<file path="config.mk">
export PLATFORM = sky130hd
export DESIGN_NAME = boot_dma
export DESIGN_NICKNAME = d
export VERILOG_FILES = /design/src/rtl/boot_dma.sv
export SDC_FILE = /design/constraint.sdc
export NUM_CORES = 1
export LEC_CHECK = 0
export ABC_AREA = 1
export CAP_MARGIN = 20
export CORE_ASPECT_RATIO = 1.75
export CORE_UTILIZATION = 50
export DETAILED_ROUTE_END_ITERATION = 6
export PLACE_DENSITY = 0.77
export SLEW_MARGIN = 0
export SYNTH_ARGS = -nofsm -noshare
export SYNTH_HDL_FRONTEND = slang
export SYNTH_SLANG_ARGS = --single-unit
</file>
<file path="constraint.sdc">
create_clock -name clk -period 3.1 [get_ports clk]
set_input_delay 0.62 -clock clk [delete_from_list [all_inputs] [get_ports clk]]
set_output_delay 0.62 -clock clk [all_outputs]
set_load 0.01 [all_outputs]
</file>
<file path="src/rtl/boot_dma.sv">
// -----------------------------------------------------------------------------
// boot_dma
//
// Single-channel bus-master copy engine. It moves a block of bytes, halfwords
// or words from one data_bus address range to another, for example a flash
// image into RAM at boot. A clock-enable prescaler paces the bus: one bus step
// (one read or one write) completes every DIV+1 clk cycles. Each transfer is a
// read step followed by a write step. With AUTO_BOOT set, the preset BOOT_*
// copy starts straight out of reset.
//
// BOOT_SRC / BOOT_DST default to the flash and RAM base addresses of the
// reference SoC. Override them when integrating into another memory map.
//
// Ports
//   clk           in   system clock
//   rst_n         in   asynchronous active-low reset
//   start         in   single-cycle request, cfg_* latched when not busy
//   cfg_src       in   source start address
//   cfg_dst       in   destination start address
//   cfg_count     in   number of transfers
//   cfg_len       in   access size: 00 byte, 01 half, 10 word, 11 illegal
//   busy          out  copy in progress (READ or WRITE)
//   done          out  last copy completed, sticky until next start
//   error         out  last copy aborted, sticky until next start
//   xfer_cnt      out  transfers completed in current or last copy
//   bus_rw        out  0 read, 1 write
//   bus_len       out  access size (latched len)
//   bus_addr      out  source address (read) or destination address (write)
//   bus_wdata     out  data held from the previous read
//   bus_rdata     in   combinational read data from data_bus
//   bus_exception in   data_bus access fault for the current address
// -----------------------------------------------------------------------------
module boot_dma #(
    parameter int          DIV        = 0,
    parameter int          DIV_W      = 20,
    parameter int          CNT_W      = 16,
    parameter bit          AUTO_BOOT  = 1'b1,
    parameter logic [31:0] BOOT_SRC   = 32'h0000_0000,
    parameter logic [31:0] BOOT_DST   = 32'h2000_0000,
    parameter int          BOOT_COUNT = 261
) (
    input  logic             clk,
    input  logic             rst_n,
    input  logic             start,
    input  logic [31:0]      cfg_src,
    input  logic [31:0]      cfg_dst,
    input  logic [CNT_W-1:0] cfg_count,
    input  logic [1:0]       cfg_len,
    output logic             busy,
    output logic             done,
    output logic             error,
    output logic [CNT_W-1:0] xfer_cnt,
    output logic             bus_rw,
    output logic [1:0]       bus_len,
    output logic [31:0]      bus_addr,
    output logic [31:0]      bus_wdata,
    input  logic [31:0]      bus_rdata,
    input  logic             bus_exception
);

    typedef enum logic [2:0] {
        S_IDLE,
        S_READ,
        S_WRITE,
        S_DONE,
        S_ERROR
    } state_t;

    localparam logic [DIV_W-1:0] DIV_V     = DIV_W'(DIV);
    localparam logic [CNT_W-1:0] BOOT_CNT  = CNT_W'(BOOT_COUNT);
    localparam state_t           RST_STATE = AUTO_BOOT ? S_READ : S_IDLE;
    localparam logic [31:0]      RST_SRC   = AUTO_BOOT ? BOOT_SRC : 32'h0;
    localparam logic [31:0]      RST_DST   = AUTO_BOOT ? BOOT_DST : 32'h0;
    localparam logic [CNT_W-1:0] RST_COUNT = AUTO_BOOT ? BOOT_CNT : '0;

    // Address increment per transfer for a given access size.
    function automatic logic [31:0] stride(input logic [1:0] len);
        case (len)
            2'b00:   stride = 32'd1;
            2'b01:   stride = 32'd2;
            2'b10:   stride = 32'd4;
            default: stride = 32'd0;
        endcase
    endfunction

    state_t           state_q, state_d;
    logic [DIV_W-1:0] presc_q, presc_d;
    logic [31:0]      src_q, src_d;
    logic [31:0]      dst_q, dst_d;
    logic [CNT_W-1:0] count_q, count_d;
    logic [1:0]       len_q, len_d;
    logic [31:0]      hold_q, hold_d;
    logic [CNT_W-1:0] xfer_q, xfer_d;

    logic             tick;
    logic             accept;
    logic [CNT_W-1:0] xfer_inc;

    assign tick     = (presc_q == DIV_V);
    // start is only honoured while no copy is in flight.
    assign accept   = start && (state_q != S_READ) && (state_q != S_WRITE);
    assign xfer_inc = xfer_q + 1'b1;

    // Prescaler: restarts on an accepted start so the first step of a new copy
    // always gets a full DIV+1 cycle window.
    always_comb begin
        if (accept || tick) begin
            presc_d = '0;
        end else begin
            presc_d = presc_q + 1'b1;
        end
    end

    always_comb begin
        state_d = state_q;
        src_d   = src_q;
        dst_d   = dst_q;
        count_d = count_q;
        len_d   = len_q;
        hold_d  = hold_q;
        xfer_d  = xfer_q;

        case (state_q)
            S_IDLE, S_DONE, S_ERROR: begin
                if (start) begin
                    src_d   = cfg_src;
                    dst_d   = cfg_dst;
                    count_d = cfg_count;
                    len_d   = cfg_len;
                    xfer_d  = '0;
                    if (cfg_len == 2'b11) begin
                        state_d = S_ERROR;
                    end else if (cfg_count == '0) begin
                        state_d = S_DONE;
                    end else begin
                        state_d = S_READ;
                    end
                end
            end
            S_READ: begin
                if (tick) begin
                    if (bus_exception) begin
                        state_d = S_ERROR;
                    end else begin
                        hold_d  = bus_rdata;
                        state_d = S_WRITE;
                    end
                end
            end
            S_WRITE: begin
                if (tick) begin
                    // On a fault, src/dst/xfer stay at the faulting transfer.
                    if (bus_exception) begin
                        state_d = S_ERROR;
                    end else begin
                        src_d   = src_q + stride(len_q);
                        dst_d   = dst_q + stride(len_q);
                        xfer_d  = xfer_inc;
                        state_d = (xfer_inc == count_q) ? S_DONE : S_READ;
                    end
                end
            end
            default: begin
                state_d = S_IDLE;
            end
        endcase
    end

    always_ff @(posedge clk or negedge rst_n) begin
        if (!rst_n) begin
            state_q <= RST_STATE;
            presc_q <= '0;
            src_q   <= RST_SRC;
            dst_q   <= RST_DST;
            count_q <= RST_COUNT;
            len_q   <= 2'b00;
            hold_q  <= '0;
            xfer_q  <= '0;
        end else begin
            state_q <= state_d;
            presc_q <= presc_d;
            src_q   <= src_d;
            dst_q   <= dst_d;
            count_q <= count_d;
            len_q   <= len_d;
            hold_q  <= hold_d;
            xfer_q  <= xfer_d;
        end
    end

    assign busy      = (state_q == S_READ) || (state_q == S_WRITE);
    assign done      = (state_q == S_DONE);
    assign error     = (state_q == S_ERROR);
    assign xfer_cnt  = xfer_q;
    assign bus_rw    = (state_q == S_WRITE);
    assign bus_len   = len_q;
    assign bus_addr  = (state_q == S_WRITE) ? dst_q : src_q;
    assign bus_wdata = hold_q;

endmodule

</file>
After elaboration in Yosys (flattened, before gate mapping)
Index checks and enable logic that the tools add are counted.
W data, S select, Z words.
{ "classes": {"n_addsub": 4, "mul": 0, "div": 0, "n_lt_le_gt_ge": 0, "eq_ne": 14, "shifts": 0, "n_mux": 27, "n_bitwise": 1, "n_reduce_logical": 14} }
{ "op_table": {"columns": ["cell", "n"], "rows": [
  ["$mux W32", 10],
  ["$pmux W32 S2", 2],
  ["$add A32 B32 Y32", 2],
  ["$mux W16", 3],
  ["$pmux W16 S2", 1],
  ["$add A20 B1 Y20 const B", 1],
  ["$logic_not A20 Y1", 1],
  ["$mux W20", 1],
  ["$mux W3", 6],
  ["$pmux W3 S3", 2],
  ["$add A16 B1 Y16 const B", 1],
  ["$eq A16 B16 Y1", 1],
  ["$logic_not A16 Y1", 1],
  ["$eq A3 B2 Y1 const B", 2],
  ["$ne A2 B2 Y1 const B", 3],
  ["$reduce_and A3 Y1", 2],
  ["$eq A2 B2 Y1 const B", 2],
  ["$mux W2", 2],
  ["$reduce_and A4 Y1", 1],
  ["$eq A3 B1 Y1 const B", 1],
  ["$eq A3 B3 Y1 const B", 1],
  ["$logic_not A3 Y1", 1],
  ["$ne A3 B1 Y1 const B", 1],
  ["$ne A3 B2 Y1 const B", 1],
  ["9 further kinds", 11]
]} }
{ "totals": {"regBits": 153, "latchBits": 0, "ram_bits": 0, "mem_bits_ro": 0, "in_bits": 118, "output_inout_bits": 86, "word_cells": 68, "n_memories": 0} }

Depth between registers and ports, before layout
Gate-level depths: netlist (run 1).
{ "logic_depth": {"depth_word": 9, "ltp_mapped": 17, "mapped_depth_nobuf": 17} }

Worst setup path after synthesis (run 1)
Ideal clock, no wire load.
{ "synth_timing": {"kind": "register to register", "startpoint": "reg len_q[0] (netlist: bus_len[0])", "endpoint": "reg dst_q[22]", "setup_ps": 117, "arrival_ps": 2227, "required_time_ps": 2983, "setup_slack_ps": 756, "stages_incl_launch_ff": 17, "cell_sequence": "dfrtp_1 > nor2_1 > ha_1 > inv_1 > fa_1 > inv_1 > nand2_1 > nand2_1 > nand3_2 > nor2_2 > nand2_2 > nor2_2 > inv_1 > nor3_1 > o21ai_0 > nor2_1 > nor2_1"} }
{ "synth_between": {"elab_chain_cells": 9, "elab_cells_between_ends": 11} }
{ "synth_lines": {"columns": ["element", "line", "source"], "rows": [
  ["start: declaration", "91", "logic [1:0] len_q, len_d;"],
  ["start signal: assignment", "185", "len_q <= len_d;"],
  ["$eq A2 B2 Y1, or another cell as far along", "78", "case (len)"],
  ["$pmux W3 S3 *", "78", null],
  ["$mux W32 *", "153", "if (bus_exception) begin"],
  ["$mux W32 *", "151", "if (tick) begin"],
  ["$mux W32 *", "123", "case (state_q)"],
  ["$add A32 B32 Y32 *", "157", "dst_d = dst_q + stride(len_q);"],
  ["$mux W32 *", "153", null],
  ["$mux W32 *", "151", null],
  ["$pmux W32 S2 *", "123", null],
  ["end signal: assignment", "183", "dst_q <= dst_d;"],
  ["end: declaration", "89", "logic [31:0] dst_q, dst_d;"]
]} }
Every way passes the cells marked *; elsewhere a longest branch is shown, timed or not. The select of a mux whose other input is x is not followed.
A chain may end at the register's enable or synchronous reset.

Worst setup path in the final report (run 1)
{ "layout_timing": {"startpoint": "reg state_q[0]", "endpoint": "out bus_addr[4]"} }
{ "layout_between": {"elab_chain_cells": 2} }
{ "layout_lines": {"columns": ["element", "line", "source"], "rows": [
  ["start: declaration", "86", "state_t state_q, state_d;"],
  ["start signal: assignment", "180", "state_q <= state_d;"],
  ["$eq A3 B2 Y1", "197", "assign bus_addr = (state_q == S_WRITE) ? dst_q : src_q;"],
  ["$mux W32", "197", null],
  ["end: declaration", "55", "output logic [31:0] bus_addr,"]
]} }
No other way between the ends.

==> flow_metrics.py, run 1 <==
metrics = {
    "outcome": {
        "outcome": "completed",
    },
    "timing": {
        "final_max_slew_viol_count": 0,
        "fin_skew_ps": 7.71,
        "setup_tns_ps": 0,
        "setup_viol": 0,
        "layout_setup_ws_ps": 121,
        "fmax_mhz": 336,
        "maxSlewHeadroom_pct": 42.9,
        "fin_crit_sh_pct": 96.1,
        "hold_viol_final": 0,
        "finalCriticalPeriod_ps": 2980,
        "worstMarginPinSlew_ps": 854,
        "grt_setup_unrepaired": "false",
    },
    "grt": {
        "grt.overflow.total": 0,
        "antenna_found_initial": 0,
        "grt_pass1_vias": 9616,
        "grt_pass1_wl_um": 46400,
        "grt_max_degree": 68,
        "track_usage_pct": 30.5,
    },
    "logic_synthesis": {
        "synth_seq_area_share_pct": 40.2,
        "yosysTopAreaCell": "dfrtp_1",
        "synthCells": 1357,
        "synth_area_leaders": "dfrtp_1, nand2_1, nand3_1",
        "yosys.cell_types.count": 50,
        "synth_top_area_share_pct": 38.8,
        "syn-num-nets": 1486,
        "synth_edf_count": 0,
        "syn_area_um2": 9540,
        "async_flop_share_pct": 100,
        "ys.flop_type": "dfrtp_1",
        "yosysWarnings": 0,
        "synth_seq_cells": 153,
        "syn_area_per_cell_um2": 7.03,
    },
    "detailed_routing": {
        "dr.pass1.iters": 6,
        "drt_first_iter_violations": 572,
        "vias": 9824,
        "vias_per_cell": 5.46,
        "drt_wl_total_um": 29300,
        "wl_per_cell_um": 16.3,
        "drc": 0,
        "final_antenna_net_count": 0,
    },
    "cells_and_area": {
        "fillers": 1686,
        "area_growth_pct": 30.6,
        "nNetsFinal": 1676,
        "antenna_cells": 0,
        "design_area_um2": 12500,
        "drive_gt1_share_pct": 5.90,
    },
    "pwr": {
        "ir_worst_vdd_mv": 0.679,
        "p_int_uw": 6450,
        "p_clk_share_pct": 20.2,
        "pwr-share-comb_pct": 47.7,
        "leakage_uw": 0.00567,
        "p_per_area_nw_per_um2": 891,
        "seq_power_share_pct": 32.1,
        "p_sw_uw": 4670,
        "swShare_pct": 42.0,
    },
    "clocking": {
        "clk_pin_slew_ps": 60,
        "cts_made_buffers": 17,
        "clockBufferDepth": 2,
        "postCtsHoldBufs": 0,
        "post-cts-setup-buffer-count": 0,
        "cts-root-buf": "clkbuf_16",
        "htree_levels": 4,
        "clock-sinks": 153,
        "cts_resized": 0,
        "clock_latency_ps": 440,
        "cts_tree": "yes",
    },
    "place": {
        "hpwl_um": 21800,
        "place_ws_ps": 391,
        "portBuffers": 203,
        "post_dp_cell_area_um2": 11800,
        "place.gp.congestion": 0.944,
    },
    "setup_path": {
        "critPathLaunchType": "register",
        "cp.required_ps": 2480,
        "crit_type": "reg2out",
        "endpoint_kind": "output port",
        "cp_max_fo": 31,
        "worstPathArrival_ps": 2360,
    },
    "job": {
        "maxCapViolations": 0,
    },
    "floorplanning": {
        "pin_count": 204,
        "design.die.area_um2": 19700,
        "die_w_um": 106,
        "rows": 66,
        "die_h_um": 185,
        "start_util_pct": 51.1,
        "core_region_area_um2": 18700,
    },
    "worst_hold_path": {
        "hp-class": "in2async",
    },
}
through the flow:
step | total power (uW) | instances | util [%] | hold WS [ps]
floorplan | 6650 | 1357 | - | 324
global placement | 8710 | 1766 | 63.4 | 453
detailed placement | 8860 | 1766 | 63.4 | 457
CTS | 11100 | 1798 | 66.8 | 149
global route | 11900 | 1798 | 66.8 | 151
finish | 11100 | 1798 | 66.8 | 129
path summary, 6_finish.rpt:
check	startpoint	end	slack [ps]	depth (start not counted)
setup / recovery	state_q[0]	bus_addr[4]	120	6
hold / removal	rst_n	xfer_cnt[14]	130	1
setup reg to reg	bus_len[0]	src_q[30]	270	12
hold reg to reg	bus_wdata[30]	bus_wdata[30]	470	2
max in group asynchronous	rst_n	xfer_cnt[2]	2110	2
min in group clk	bus_wdata[30]	bus_wdata[30]	470	2
power by group through the flow:
stage / Clock, uW / Combinational, uW / Sequential [uW]
2_1_floorplan: 0 / 3200 / 3460
5_1_grt: 2350 / 5880 / 3650
4_1_cts: 2270 / 5320 / 3540
3_5_place_dp: 0 / 5290 / 3560
3_3_place_gp: 0 / 5170 / 3540
6_report: 2250 / 5310 / 3560
cell families after synthesis:
logic type / after synthesis / share of synthesized area, %
AO/OA/AOI/OAI: 176 / 10.5
buffers and inverters: 181 / 7.72
AND/OR/NAND/NOR: 794 / 35.8
adder cells (fa/ha/maj): 11 / 1.60
multiplexers: 5 / 0.577
XOR/XNOR: 37 / 3.55
flip-flops: 153 / 40.2
synth_stat cells, types with 20 or more instances:
master	n
inv_1	124
nor2_1	134
nand2_1	426
xor2_1	32
nor3_1	43
buf_2	20
o211ai_1	22
o21ai_0	78
nand3_1	116
nand4_1	24
dfrtp_1	148
clkbuf_1	20
a21oi_1	33
critical path, stage by stage (launching register included):
cell and delay (ps):
dfstp_2 560, inv_2 70, nand2_4 100, buf_4 320, nor2_1 100, a21oi_1 180
clkdlybuf4s50_1 580
cell type report:
type,instances,area (um2),area share [%]
multi-input cells,1023,4980,39.9
flip-flops and latches,153,3830,30.8
repair buffers,222,2240,18.0
inverters,130,490,3.93
clock buffers,20,457,3.66
well taps,238,298,2.39
clock inverters,12,170,1.36
cells in the final DEF (no fill, tap or decap), types with 9 or more instances in the layout:
cell and instances:
a21oi_1 33, nand3_1 116, xor2_1 32, inv_1 123
clkbuf_16 17, buf_4 14, o21ai_0 77, clkdlybuf4s50_1 202
o211ai_1 22, dfrtp_1 148, nand3b_1 9, nor2_1 133
nor3_1 43, ha_1 9, nand2_1 426, o21ai_1 14
nand4_1 24, o22ai_1 13, nor4_1 13
layer usage:
layer,track usage (%),up-vias,wire [um]
met5,0,-,0
met4,17.2,0,1370
met3,4.60,83,1390
met2,56.5,343,15900
met1,32.7,4578,10700
li1,-,4820,-
sequential cells by signal, summed over array words and instances (netlist names):
| name | cells |
|---|---|
| presc_q | 20 |
| src_q | 32 |
| xfer_cnt | 16 |
| bus_wdata | 32 |
| count_q | 16 |
| dst_q | 32 |
| bus_len | 2 |
| state_q | 3 |
Note: power is estimated with default switching activity, not from simulation.
==> inputs of run 2 (changes only) <==
--- a/config.mk
+++ b/config.mk
@@ -10,6 +10,7 @@
 export CORE_ASPECT_RATIO = 1.75
 export CORE_UTILIZATION = 50
 export DETAILED_ROUTE_END_ITERATION = 6
+export MAX_ROUTING_LAYER = met4
 export PLACE_DENSITY = 0.77
 export SLEW_MARGIN = 0
 export SYNTH_ARGS = -nofsm -noshare
==> run 2 against run 1 <==
Net effect: hold slack improved by 5.2 ps; cell count up 0.22%; die area unchanged; wire length decreased by 0.52%; total power decreased by 1.2%.
==> flow_metrics.py, run 2 (synthesis results as in run 1) <==
metrics = {
    "detailed_routing": {
        "drt_first_iter_violations": 651,
        "drt_wl_total_um": 29200,
        "drc": 0,
        "wl_per_cell_um": 16.2,
        "vias_per_cell": 5.48,
        "final_antenna_net_count": 0,
        "vias": 9869,
        "dr.pass1.iters": 7,
    },
    "clocking": {
        "cts_tree": "yes",
        "htree_levels": 4,
        "clk_pin_slew_ps": 60,
        "postCtsHoldBufs": 0,
        "clockBufferDepth": 2,
        "cts-root-buf": "clkbuf_16",
        "clock-sinks": 153,
        "clock_latency_ps": 440,
        "cts_made_buffers": 17,
    },
    "setup_path": {
        "cp_max_fo": 102,
        "path_cells": "inv_2 > nand2_4 > buf_16 > nand2_1 > o21ai_0 > clkdlybuf4s50_1",
        "cp.required_ps": 2480,
        "slowest_delay_ps": 600,
        "cp.buffers_inverters": 3,
        "worstPathArrival_ps": 2390,
        "critPathTopFamily": "buffers and inverters",
        "crit_type": "reg2out",
        "critPathLaunchType": "register",
        "cp_slowest_cell": "clkdlybuf4s50_1",
        "endpoint_kind": "output port",
    },
    "pwr": {
        "p_per_area_nw_per_um2": 882,
        "leakage_uw": 0.00567,
        "ir_worst_vdd_mv": 0.547,
    },
    "floorplanning": {
        "pin_count": 204,
        "core_region_area_um2": 18700,
        "design.die.area_um2": 19700,
        "rows": 66,
        "die_h_um": 185,
        "start_util_pct": 51.1,
        "die_w_um": 106,
    },
    "grt": {
        "grt_pass1_wl_um": 47700,
        "grt.overflow.total": 0,
        "grt_pass1_vias": 9794,
        "antenna_found_initial": 0,
        "track_usage_pct": 32.1,
        "grt_max_degree": 103,
    },
    "timing": {
        "layout_setup_ws_ps": 94.9,
        "worstMarginPinSlew_ps": 763,
        "fin_skew_ps": 8.75,
        "final_max_slew_viol_count": 0,
        "fin_crit_sh_pct": 96.9,
        "setup_viol": 0,
        "maxSlewHeadroom_pct": 49.0,
        "setup_tns_ps": 0,
        "grt_setup_unrepaired": "false",
        "fmax_mhz": 333,
        "finalCriticalPeriod_ps": 3010,
        "hold_viol_final": 0,
    },
    "worst_hold_path": {
        "hp-class": "in2async",
    },
    "job": {
        "maxCapViolations": 0,
    },
    "place": {
        "hpwl_um": 21900,
        "place_ws_ps": 409,
        "placed_cells_incl_taps": 1770,
        "portBuffers": 203,
        "place.gp.congestion": 0.957,
    },
    "cells_and_area": {
        "drive_gt1_share_pct": 6.20,
        "nNetsFinal": 1680,
        "layout_commonest_cell": "nand2_1",
        "area_growth_pct": 30.5,
        "fillers": 1686,
        "final_cell_mix": "nand2_1, clkdlybuf4s50_1, dfrtp_1",
        "final_cell_count_no_fill": 1802,
        "antenna_cells": 0,
    },
    "outcome": {
        "outcome": "completed",
    },
}
## run 2: final cells by class
cell class | instances | area [um2] | area share [%]
Multi-Input combinational cell | 1023 | 4980 | 40.0
Sequential cell | 153 | 3830 | 30.8
Timing Repair Buffer | 226 | 2260 | 18.1
Clock buffer | 23 | 498 | 4.00
Inverter | 130 | 493 | 3.96
Tap cell | 238 | 298 | 2.39
Clock inverter | 9 | 88.8 | 0.714
## run 2: where the power goes
part	leakage, uW	internal (uW)	switching (uW)
Clock	0.000282	1210	869
Combinational	0.00348	2270	3060
Sequential	0.00191	2800	767
## run 2: what timing repair did
action                                  CTS  global route
gates resized for setup                   1             4
setup buffers                             0             0
endpoints found under the setup margin    1             3
## run 2: final timing paths
kind / startpoint / to / cells past startpoint / slack (ps)
worst max-delay path: state_q[0] / bus_addr[30] / 6 / 90
worst min register to register: bus_wdata[26] / bus_wdata[26] / 2 / 470
max in group asynchronous: rst_n / dst_q[29] / 2 / 2060
min in group clk: bus_wdata[26] / bus_wdata[26] / 2 / 470
worst max register to register: bus_len[0] / src_q[18] / 12 / 400
worst min-delay path: rst_n / count_q[14] / 1 / 130
## run 2: through the flow
| step | power [uW] | hold WS (ps) | area [um2] | utilization, % |
|---|---|---|---|---|
| 2_1_floorplan | 6650 | 324 | 9540 | - |
| 3_3_place_gp | 8750 | 454 | 11800 | 63.5 |
| 3_5_place_dp | 8890 | 457 | 11800 | 63.5 |
| 4_1_cts | 11000 | 165 | 12400 | 66.6 |
| 5_1_grt | 11800 | 187 | 12400 | 66.7 |
| 6_report | 11000 | 135 | 12400 | 66.7 |
## run 2: layer usage
| layer | routed length (um) | up-vias | GRT usage, % |
|---|---|---|---|
| li1 | - | 4814 | - |
| met4 | 1340 | 0 | 16.3 |
| met1 | 10700 | 4638 | 34.1 |
| met3 | 1220 | 82 | 4.46 |
| met5 | 0 | - | - |
| met2 | 15900 | 335 | 57.7 |
==> inputs of run 3 (changes only) <==
--- a/config.mk
+++ b/config.mk
@@ -12,7 +12,7 @@
 export DETAILED_ROUTE_END_ITERATION = 6
 export MAX_ROUTING_LAYER = met4
 export PLACE_DENSITY = 0.77
-export SLEW_MARGIN = 0
+export SLEW_MARGIN = 30
 export SYNTH_ARGS = -nofsm -noshare
 export SYNTH_HDL_FRONTEND = slang
 export SYNTH_SLANG_ARGS = --single-unit
==> results of run 3 <==
Final layout, timing and power as in run 2 (identical DEF).
